===== src/rtl/enet_nios_lcell_counter.sv =====
`default_nettype none
// ============================================================================
// Module      : enet_nios_lcell_counter
// Description : Parametrised counter-mode logic-cell chain for the enet_nios
//               subsystem. WIDTH-bit register with a carry chain, up/down
//               counting, synchronous clear and load, wrap or saturate at the
//               ends, and a registered one-cycle wrap pulse. Used for
//               Ethernet MAC timers and byte counters.
//
// Parameters  : WIDTH    - counter width in bits (2..32)
//               POWER_UP - regout value after reset (truncated to WIDTH)
//               SATURATE - 0: wrap at the ends; 1: hold at all-ones / zero
//               STEP     - increment/decrement magnitude, modulo 2**WIDTH
//
// Ports       : clk      in   1      rising-edge clock
//               reset_n  in   1      synchronous reset, active low
//               cin      in   1      cascade carry-in (LCELL_CASCADE_EN only)
//               ena      in   1      clock enable for load and count
//               sclr     in   1      synchronous clear, ignores ena
//               sload    in   1      synchronous load of sdata, needs ena
//               sdata    in   WIDTH  load value
//               up_dn    in   1      1: count up, 0: count down
//               combout  out  WIDTH  next value regout takes when ena=1
//               regout   out  WIDTH  registered counter value
//               cout     out  1      terminal count (step would over/underflow)
//               wrap     out  1      registered pulse: previous edge wrapped
//
// Config macro: LCELL_CASCADE_EN - adds cin; count steps need ena&cin, and
//               cout is gated with cin so cout(n) -> cin(n+1) builds a wider
//               counter that updates on a single edge. Undefined: no cin
//               port, counting behaves as if cin=1.
//
// Revision    : 1.0 - initial release
// ============================================================================
module enet_nios_lcell_counter #(
  parameter int WIDTH    = 16,
  parameter int POWER_UP = 0,
  parameter int SATURATE = 0,
  parameter int STEP     = 1
) (
  input  logic             clk,
  input  logic             reset_n,
`ifdef LCELL_CASCADE_EN
  input  logic             cin,
`endif
  input  logic             ena,
  input  logic             sclr,
  input  logic             sload,
  input  logic [WIDTH-1:0] sdata,
  input  logic             up_dn,
  output logic [WIDTH-1:0] combout,
  output logic [WIDTH-1:0] regout,
  output logic             cout,
  output logic             wrap
);

  localparam logic [WIDTH-1:0] c_power_up = WIDTH'(POWER_UP);
  localparam logic [WIDTH-1:0] c_step     = WIDTH'(STEP);
  localparam logic [WIDTH-1:0] c_all_ones = {WIDTH{1'b1}};
  localparam logic             c_saturate = (SATURATE != 0);

  logic [WIDTH-1:0] r_regout;
  logic             r_wrap;

  logic             w_cin;
  logic [WIDTH:0]   w_sum;
  logic [WIDTH:0]   w_diff;
  logic             w_term;
  logic [WIDTH-1:0] w_count_val;
  logic             w_count_wrap;
  logic [WIDTH-1:0] w_next;
  logic             w_wrap_next;

`ifdef LCELL_CASCADE_EN
  assign w_cin = cin;
`else
  assign w_cin = 1'b1;
`endif

  // One extra bit on both paths: the top bit of the sum is the carry out,
  // the top bit of the difference is the borrow (regout < STEP).
  assign w_sum  = {1'b0, r_regout} + {1'b0, c_step};
  assign w_diff = {1'b0, r_regout} - {1'b0, c_step};

  // Terminal count depends only on regout and direction, never on the
  // enable or the clear/load controls.
  assign w_term = up_dn ? w_sum[WIDTH] : w_diff[WIDTH];

  always_comb begin
    w_count_val  = up_dn ? w_sum[WIDTH-1:0] : w_diff[WIDTH-1:0];
    w_count_wrap = 1'b0;
    if (w_term) begin
      if (c_saturate) begin
        w_count_val = up_dn ? c_all_ones : '0;
      end else begin
        w_count_wrap = 1'b1;
      end
    end
  end

  // Zero-latency view of the next register value assuming ena=1.
  // Reset is deliberately not folded in here.
  always_comb begin
    w_next = r_regout;
    if (sclr) begin
      w_next = '0;
    end else if (sload) begin
      w_next = sdata;
    end else if (w_cin) begin
      w_next = w_count_val;
    end
  end

  // Only a real count step can raise the wrap flag; clear, load and
  // disabled cycles all return it to zero.
  assign w_wrap_next = ena & ~sclr & ~sload & w_cin & w_count_wrap;

  always_ff @(posedge clk) begin
    if (!reset_n) begin
      r_regout <= c_power_up;
      r_wrap   <= 1'b0;
    end else begin
      if (sclr || ena) begin
        r_regout <= w_next;
      end
      r_wrap <= w_wrap_next;
    end
  end

  assign combout = w_next;
  assign regout  = r_regout;
  assign cout    = w_term & w_cin;
  assign wrap    = r_wrap;

endmodule
`default_nettype wire


===== config.mk =====
export PLATFORM = sky130hd
export DESIGN_NAME = enet_nios_lcell_counter
export DESIGN_NICKNAME = d
export VERILOG_FILES = /design/src/rtl/enet_nios_lcell_counter.sv
export SDC_FILE = /design/constraint.sdc
export NUM_CORES = 1
export LEC_CHECK = 0
export ABC_CLOCK_PERIOD_IN_PS = 4400
export CAP_MARGIN = 20
export CORE_ASPECT_RATIO = 0.75
export CORE_MARGIN = 1.5
export CORE_UTILIZATION = 46
export DETAILED_ROUTE_END_ITERATION = 8
export PLACE_DENSITY = 0.91
export SLEW_MARGIN = 20
export SYNTH_ARGS = -nofsm -noshare
export SYNTH_HDL_FRONTEND = slang
export SYNTH_SLANG_ARGS = --single-unit

===== constraint.sdc =====
create_clock -name clk -period 4.4 [get_ports clk]
set_input_delay 1.32 -clock clk [delete_from_list [all_inputs] [get_ports clk]]
set_output_delay 1.32 -clock clk [all_outputs]
set_load 0.03 [all_outputs]

* After elaboration in Yosys (flattened, before gate mapping)
Cells that the tools add are included.
Word-level totals: bits in registers 17, bits of input ports 22, output and inout port bits 34, word-level logic and storage cells 15
Operators by class: add/subtract/negate cells 2, mux-type cells 5, bitwise operators 5, reduce and logical (&&, ||, !) cells 1
Operator list (number):
- 16-bit 2-to-1 mux | 3
- 16-bit by 1-bit adder with 17-bit output (second input constant) | 1
- 16-bit by 1-bit subtractor with 17-bit output (second input constant) | 1
- 1-bit AND | 3
- 1-bit 2-to-1 mux | 2
- 1-bit inverter | 2
- 1-bit logical OR | 1

* Longest topological paths before layout
Gate-level depths: netlist (run 1).
depth in word-level cells 4, gate-level depth with buffers 7, mapped depth without buffers 7

* Worst setup path before layout (run 1)
OpenSTA, ideal clock, no wires.
path type input -> output, start point input up_dn, end point output combout[14], arrival time 3.117 ns, required time 3.080 ns, setup slack -0.037 ns, stages on the path 5, path buffers 1, path through clkbuf_1 > or4b_1 > a2bb2oi_1 > xnor2_1 > a211oi_1
On the way: longest elaborated chain between the ends 3
RTL lines:
- from (decl) | line 50 | input logic up_dn,
- 16-bit 2-to-1 mux | line 90 | w_count_val = up_dn ? w_sum[WIDTH-1:0] : w_diff[WIDTH-1:0];
- 16-bit 2-to-1 mux | line 107 | end else if (sload) begin
- 16-bit 2-to-1 mux | line 105 | if (sclr) begin
- to (decl) | line 51 | output logic [WIDTH-1:0] combout,
Every way passes these cells.

* Worst setup path in the final report (run 1)
Same ends and word-level chain as after synthesis.

==> results.cfg, run 1 <==
[outcome]
status = finished with violations
failed_checks = design-rule violations

[final_layout]
stdcell_count = 325
finalNetCount = 310
synthToLayoutAreaGrowth_pct = 41.4
layout-drive-gt1-share_pct = 16.8
diodes = 0

[synthesis]
synth_top_area_share_pct = 20.9
synth_warnings = 0
synth_top_flop_cell = dfxtp_1
syn_inst = 226
postSynth.asyncResetShare_pct = 0
synth-seq-area-share_pct = 20.9
ys_ff_latch = 17
postSynthAreaPerCell_sq_um = 7.19
synthesis.area_sq_um = 1630
synth_edf_count = 0
synth_most_common_cell = nor2_1
yosys.area.top_type = dfxtp_1
syn_nets = 250
synth_cell_type_count = 50
synthTopCellsByCount = nor2_1 (22), dfxtp_1 (17), clkbuf_1 (16), nand2_1 (16), nor2b_1 (13)
ys_top_cells_by_area = dfxtp_1 (21%), mux2i_1 (5.5%), nor2_1 (5.1%)

[placed_design]
port_buffers = 55
finalWeightedCongestion = 1.02
dp.cells = 321
hpwl_um = 3800

[power_and_ir_drop]
ir_worst_vdd_mv = 0.132
p_leak_nw = 0.934
power_density_nw_per_um2 = 226

[drt]
drtIter0Drc = 96
met2WireLength_um = 2320
wl_per_cell_um = 15.7
drc_errors = 5
drt_pre_antenna_iters = 6
vias_per_cell = 5.96
wl_met1_um = 2320
drt_wl_total_um = 5100
via_count = 1937
wl_met3_um = 447
routed.top_layer = met4
final_antenna_net_count = 0

[clock_network]
postCtsSetupRepairBufs = 0
clk_latency_ns = 0.25
numCtsBuffers = 3
clock-sinks = 17
cts-root-buf = clkbuf_8
clock_path_buffers = 2
cts_htree_levels = 1
hold_buffers = 0
cts_tree = done
clk_pin_slew_worst_paths_ns = 0.07

[global_routing]
grt_pass1_wl_um = 8280
grt_pass1_vias = 1721
track_usage_pct = 27.4
grt_antenna_before_repair = 0
grt_overflow = 0
grt_max_degree = 24

[min_path]
holdCritStartpoint = regout[10]
whs_path_depth = 2
min_path_type = flip-flop to flip-flop
hold_end = regout[10]

[floorplan]
pin_count = 56
chipWidth_um = 71.6
start_util_pct = 48.8
die_height_um = 54.5
row_count = 18
core_sq_um = 3330
die-area_sq_um = 3900

[critical_path]
worst-endpoint-required_ns = 3.08
r2r-end = regout[14]
r2r_start = regout[0]
slowest_delay_ns = 0.39
reg2reg_depth = 8
crit_type = primary input to primary output
cp-end-kind = primary output
crit_chain = buf_2 > nor4b_1 > and4_1 > a2bb2oi_1 > xnor2_1 > a211oi_2 > buf_4
r2r_slack_ns = 2.20
worst-path-max-fanout = 8
cp-start-kind = primary input
critPathArrivalTime_ns = 2.97
crit_path_top_delay_cell = nor4b_1

[job]
cap_violations = 0

[sta]
hold_violations = 0
slew_headroom_pct = 54.7
fmax_mhz = 233
fin_skew_ns = 0.00192
whs_ns = 0.604
min_period_ns = 4.29
rsz0062_at_grt = no
slew_viol_final = 0
setup_viol = 0
worst_pin_slew_ns = 0.677
fin_crit_sh_pct = 97.6
-- sequential cells by signal (all words and copies together) (netlist names) --
signal  cells
wrap        1
regout     16
-- stage by stage --
stage / cell area [sq um] / utilization, % / TNS, ns / total power [mW] / setup WS [ns]
final: 2300 / 69.0 / 0 / 0.520 / 0.106
after global routing: 2300 / 69.0 / 0 / 0.546 / 0.0218
after CTS: 2300 / 69.0 / 0 / 0.521 / 0.0809
after detailed placement: 2250 / 67.6 / -1.63 / 0.400 / -0.340
after global placement: 2250 / 67.6 / -1.26 / 0.397 / -0.318
after floorplan: 1630 / - / 0 / 0.314 / 0.167
-- cells by family after synthesis --
group | after synthesis | synth area share [%]
adders and majority gates | 2 | 1.54
AOI/OAI and AO/OA | 59 | 24.7
and+or+nand+nor | 103 | 34.6
xor gates and xnor gates | 11 | 5.93
muxes | 9 | 5.54
buffers and inverters | 25 | 6.77
DFF | 17 | 20.9
-- critical path: cells and delay by family --
kind	cells	cell delay [ns]
compound gates	2	0.52
xor+xnor	1	0.13
simple gates	2	0.66
buf+inv	2	0.35
-- layout by cell type, fill, tap and decap left out, types with 2 or more instances in the layout --
master / n
a21oi_1: 12
a311o_1: 2
nand3_1: 6
clkdlybuf4s50_1: 38
nor2_1: 22
nand3b_1: 2
nand2_1: 16
a31oi_1: 9
nor4_1: 6
ha_1: 2
nand4_1: 2
nor3b_1: 2
a211oi_2: 2
mux2i_1: 9
nand2b_1: 3
xnor2_1: 5
a21boi_0: 3
nor2b_1: 13
or4_4: 2
o21ai_0: 6
clkbuf_8: 3
and4_1: 2
xor2_1: 6
buf_4: 37
or3_1: 3
o22ai_1: 7
and3_1: 9
a41oi_1: 2
o21ai_1: 3
a32oi_1: 2
o31a_1: 2
nor4b_1: 2
inv_1: 3
nor3_1: 8
dfxtp_1: 17
-- where the power goes --
group          internal, mW  switching [mW]
Sequential            0.160          0.0143
Clock                0.0643          0.0556
Combinational         0.104           0.121
-- worst max path at each step --
stage,to,cells past startpoint,startpoint
2_1_floorplan,combout[13],5,up_dn
3_3_place_gp,combout[13],7,up_dn
3_5_place_dp,combout[13],7,up_dn
4_1_cts,combout[13],7,up_dn
5_1_grt,combout[14],8,up_dn
6_report,combout[14],7,up_dn
-- what timing repair did --
item / CTS / global route
pin swaps: 0 / 1
resized for setup: 6 / 0
endpoints found under the setup margin: 12 / 1
endpoints found under the hold margin: 0 / 0
-- per-layer routing --
| layer | vias to the layer above | global-route usage [%] |
|---|---|---|
| li1 | 955 | - |
| met1 | 903 | 37.4 |
| met2 | 77 | 46.3 |
| met3 | 2 | 4.42 |
| met4 | 0 | 5.97 |
| met5 | - | 0 |
-- area by class of cell --
| class | count | area, sq um |
|---|---|---|
| Timing Repair Buffer | 76 | 663 |
| Clock buffer | 4 | 45.0 |
| Sequential cell | 17 | 340 |
| Inverter | 4 | 15.0 |
| Tap cell | 40 | 50.0 |
| Fill cell | 319 | 1030 |
| Multi-Input combinational cell | 184 | 1180 |
No activity file was read; power rests on OpenSTA's default activity.
==> run 2, diff against run 1 <==
--- a/config.mk
+++ b/config.mk
@@ -11,6 +11,7 @@
 export CORE_MARGIN = 1.5
 export CORE_UTILIZATION = 46
 export DETAILED_ROUTE_END_ITERATION = 8
+export GPL_ROUTABILITY_DRIVEN = 0
 export PLACE_DENSITY = 0.91
 export SLEW_MARGIN = 20
 export SYNTH_ARGS = -nofsm -noshare
==> run 2 against run 1 <==
Against the previous run: the flow still finishes with violations (design-rule violations); routed wire length rose by 0.98%; combinational power is essentially flat; core utilization up 0.64 points; worst hold slack improved by 0.021 ns; total power rose by 0.58%; via count grew 1.7%.
==> results.cfg, run 2 (synthesized netlist as in run 1, its figures left out) <==
[floorplan]
row_count = 18
pin_count = 56
chipWidth_um = 71.6
core_sq_um = 3330
start_util_pct = 48.8
die_height_um = 54.5
die-area_sq_um = 3900

[sta]
fin_tns_setup_ns = 0
fin_crit_sh_pct = 97.6
rsz0062_at_grt = no
whs_ns = 0.625
setup_viol = 0
fin_skew_ns = 0.00220
min_period_ns = 4.30
finalWorstSetupSlack_ns = 0.104
slew_headroom_pct = 57.6
slew_viol_final = 0
worst_pin_slew_ns = 0.635
hold_violations = 0
fmax_mhz = 233

[clock_network]
cts_htree_levels = 1
cts_tree = done
clk_pin_slew_worst_paths_ns = 0.07
clock_path_buffers = 2
cts-root-buf = clkbuf_8
clk_latency_ns = 0.26
clock-sinks = 17
numCtsBuffers = 3
hold_buffers = 0

[outcome]
failed_checks = design-rule violations
status = finished with violations

[final_layout]
final_util_pct = 69.6
multi_input_area_sq_um = 1200
fin_area_sq_um = 2320
synthToLayoutAreaGrowth_pct = 42.7
diodes = 0
layout_common_cells = clkdlybuf4s50_1 (38), buf_4 (38), nor2_1 (22)
fillers = 274
finalNetCount = 311
stdcell_count = 326
layout-drive-gt1-share_pct = 17.8
largest_reg_flops = 16
regArea_sq_um = 340

[power_and_ir_drop]
ir_worst_vdd_mv = 0.165
power_uw = 523
power_density_nw_per_um2 = 225
p_leak_nw = 0.944

[drt]
drt_pre_antenna_iters = 9
via_count = 1969
vias_per_cell = 6.04
drt_wl_total_um = 5150
wl_per_cell_um = 15.8
drtIter0Drc = 127
drc_errors = 2
final_antenna_net_count = 0

[global_routing]
grt_pass1_wl_um = 8380
grt_overflow = 0
track_usage_pct = 27.5
grt_antenna_before_repair = 0
grt_max_degree = 24
grt_pass1_vias = 1735

[critical_path]
crit_chain = buf_2 > or3_4 > or4_4 > a21oi_4 > xnor2_2 > a211oi_2 > buf_4
critPathArrivalTime_ns = 2.98
crit_path_top_delay_cell = or4_4
worst-endpoint-required_ns = 3.08
slowest_delay_ns = 0.45
crit_type = primary input to primary output
cp-end-kind = primary output
cp-start-kind = primary input
worst-path-max-fanout = 6

[placed_design]
port_buffers = 55
hpwl_um = 3890
place_area_sq_um = 2250
pre_cts_ws_ns = -0.330
dp.cells = 321

[min_path]
min_path_type = flip-flop to flip-flop

[job]
cap_violations = 0
==> run 2: power breakdown <==
part	switching [mW]	total (mW)	internal [mW]
Sequential	0.0147	0.175	0.160
Clock	0.0566	0.121	0.0644
Combinational	0.122	0.227	0.105
Total	0.193	0.523	0.329
==> run 2: repair_timing <==
action,CTS,global route
pin swaps,4,2
gates resized for setup,5,2
setup endpoints to repair,12,2
buffers inserted,0,1
==> run 2: area by class of cell <==
type                    count  share of cell area, %
multi-input cells         184                   51.7
repair buffers             77                   28.9
flip-flops and latches     17                   14.7
well taps                  40                   2.16
clock buffers               4                   1.94
inverters                   4                  0.647
==> run 2: worst max-delay path: cells and delay by family <==
family,cells,cell delay (ns)
AO/OA/AOI/OAI,2,0.41
buffers and inverters,2,0.33
XOR/XNOR,1,0.08
AND/OR/NAND/NOR,2,0.83
==> run 2: worst paths after layout <==
| path | start | end | slack [ns] | depth (start not counted) |
|---|---|---|---|---|
| max reg2reg | regout[2] | regout[13] | 2.16 | 6 |
| max | up_dn | combout[13] | 0.10 | 7 |
| min reg2reg | regout[10] | regout[10] | 0.62 | 2 |
| min | regout[10] | regout[10] | 0.62 | 2 |
==> run 2: per-layer routing <==
metal  track usage, %  vias up  routed length, um
met2             49.5       93               2380
met4             3.77        0                 17
li1                 -      955                  -
met5                0        -                  0
met1             35.8      917               2330
met3             4.79        4                429
==> run 3, diff against run 2 <==
--- a/config.mk
+++ b/config.mk
@@ -11,7 +11,6 @@
 export CORE_MARGIN = 1.5
 export CORE_UTILIZATION = 46
 export DETAILED_ROUTE_END_ITERATION = 8
-export GPL_ROUTABILITY_DRIVEN = 0
 export PLACE_DENSITY = 0.91
 export SLEW_MARGIN = 20
 export SYNTH_ARGS = -nofsm -noshare
==> results of run 3 <==
The final DEF is identical to that of run 1; final timing and power are the same.
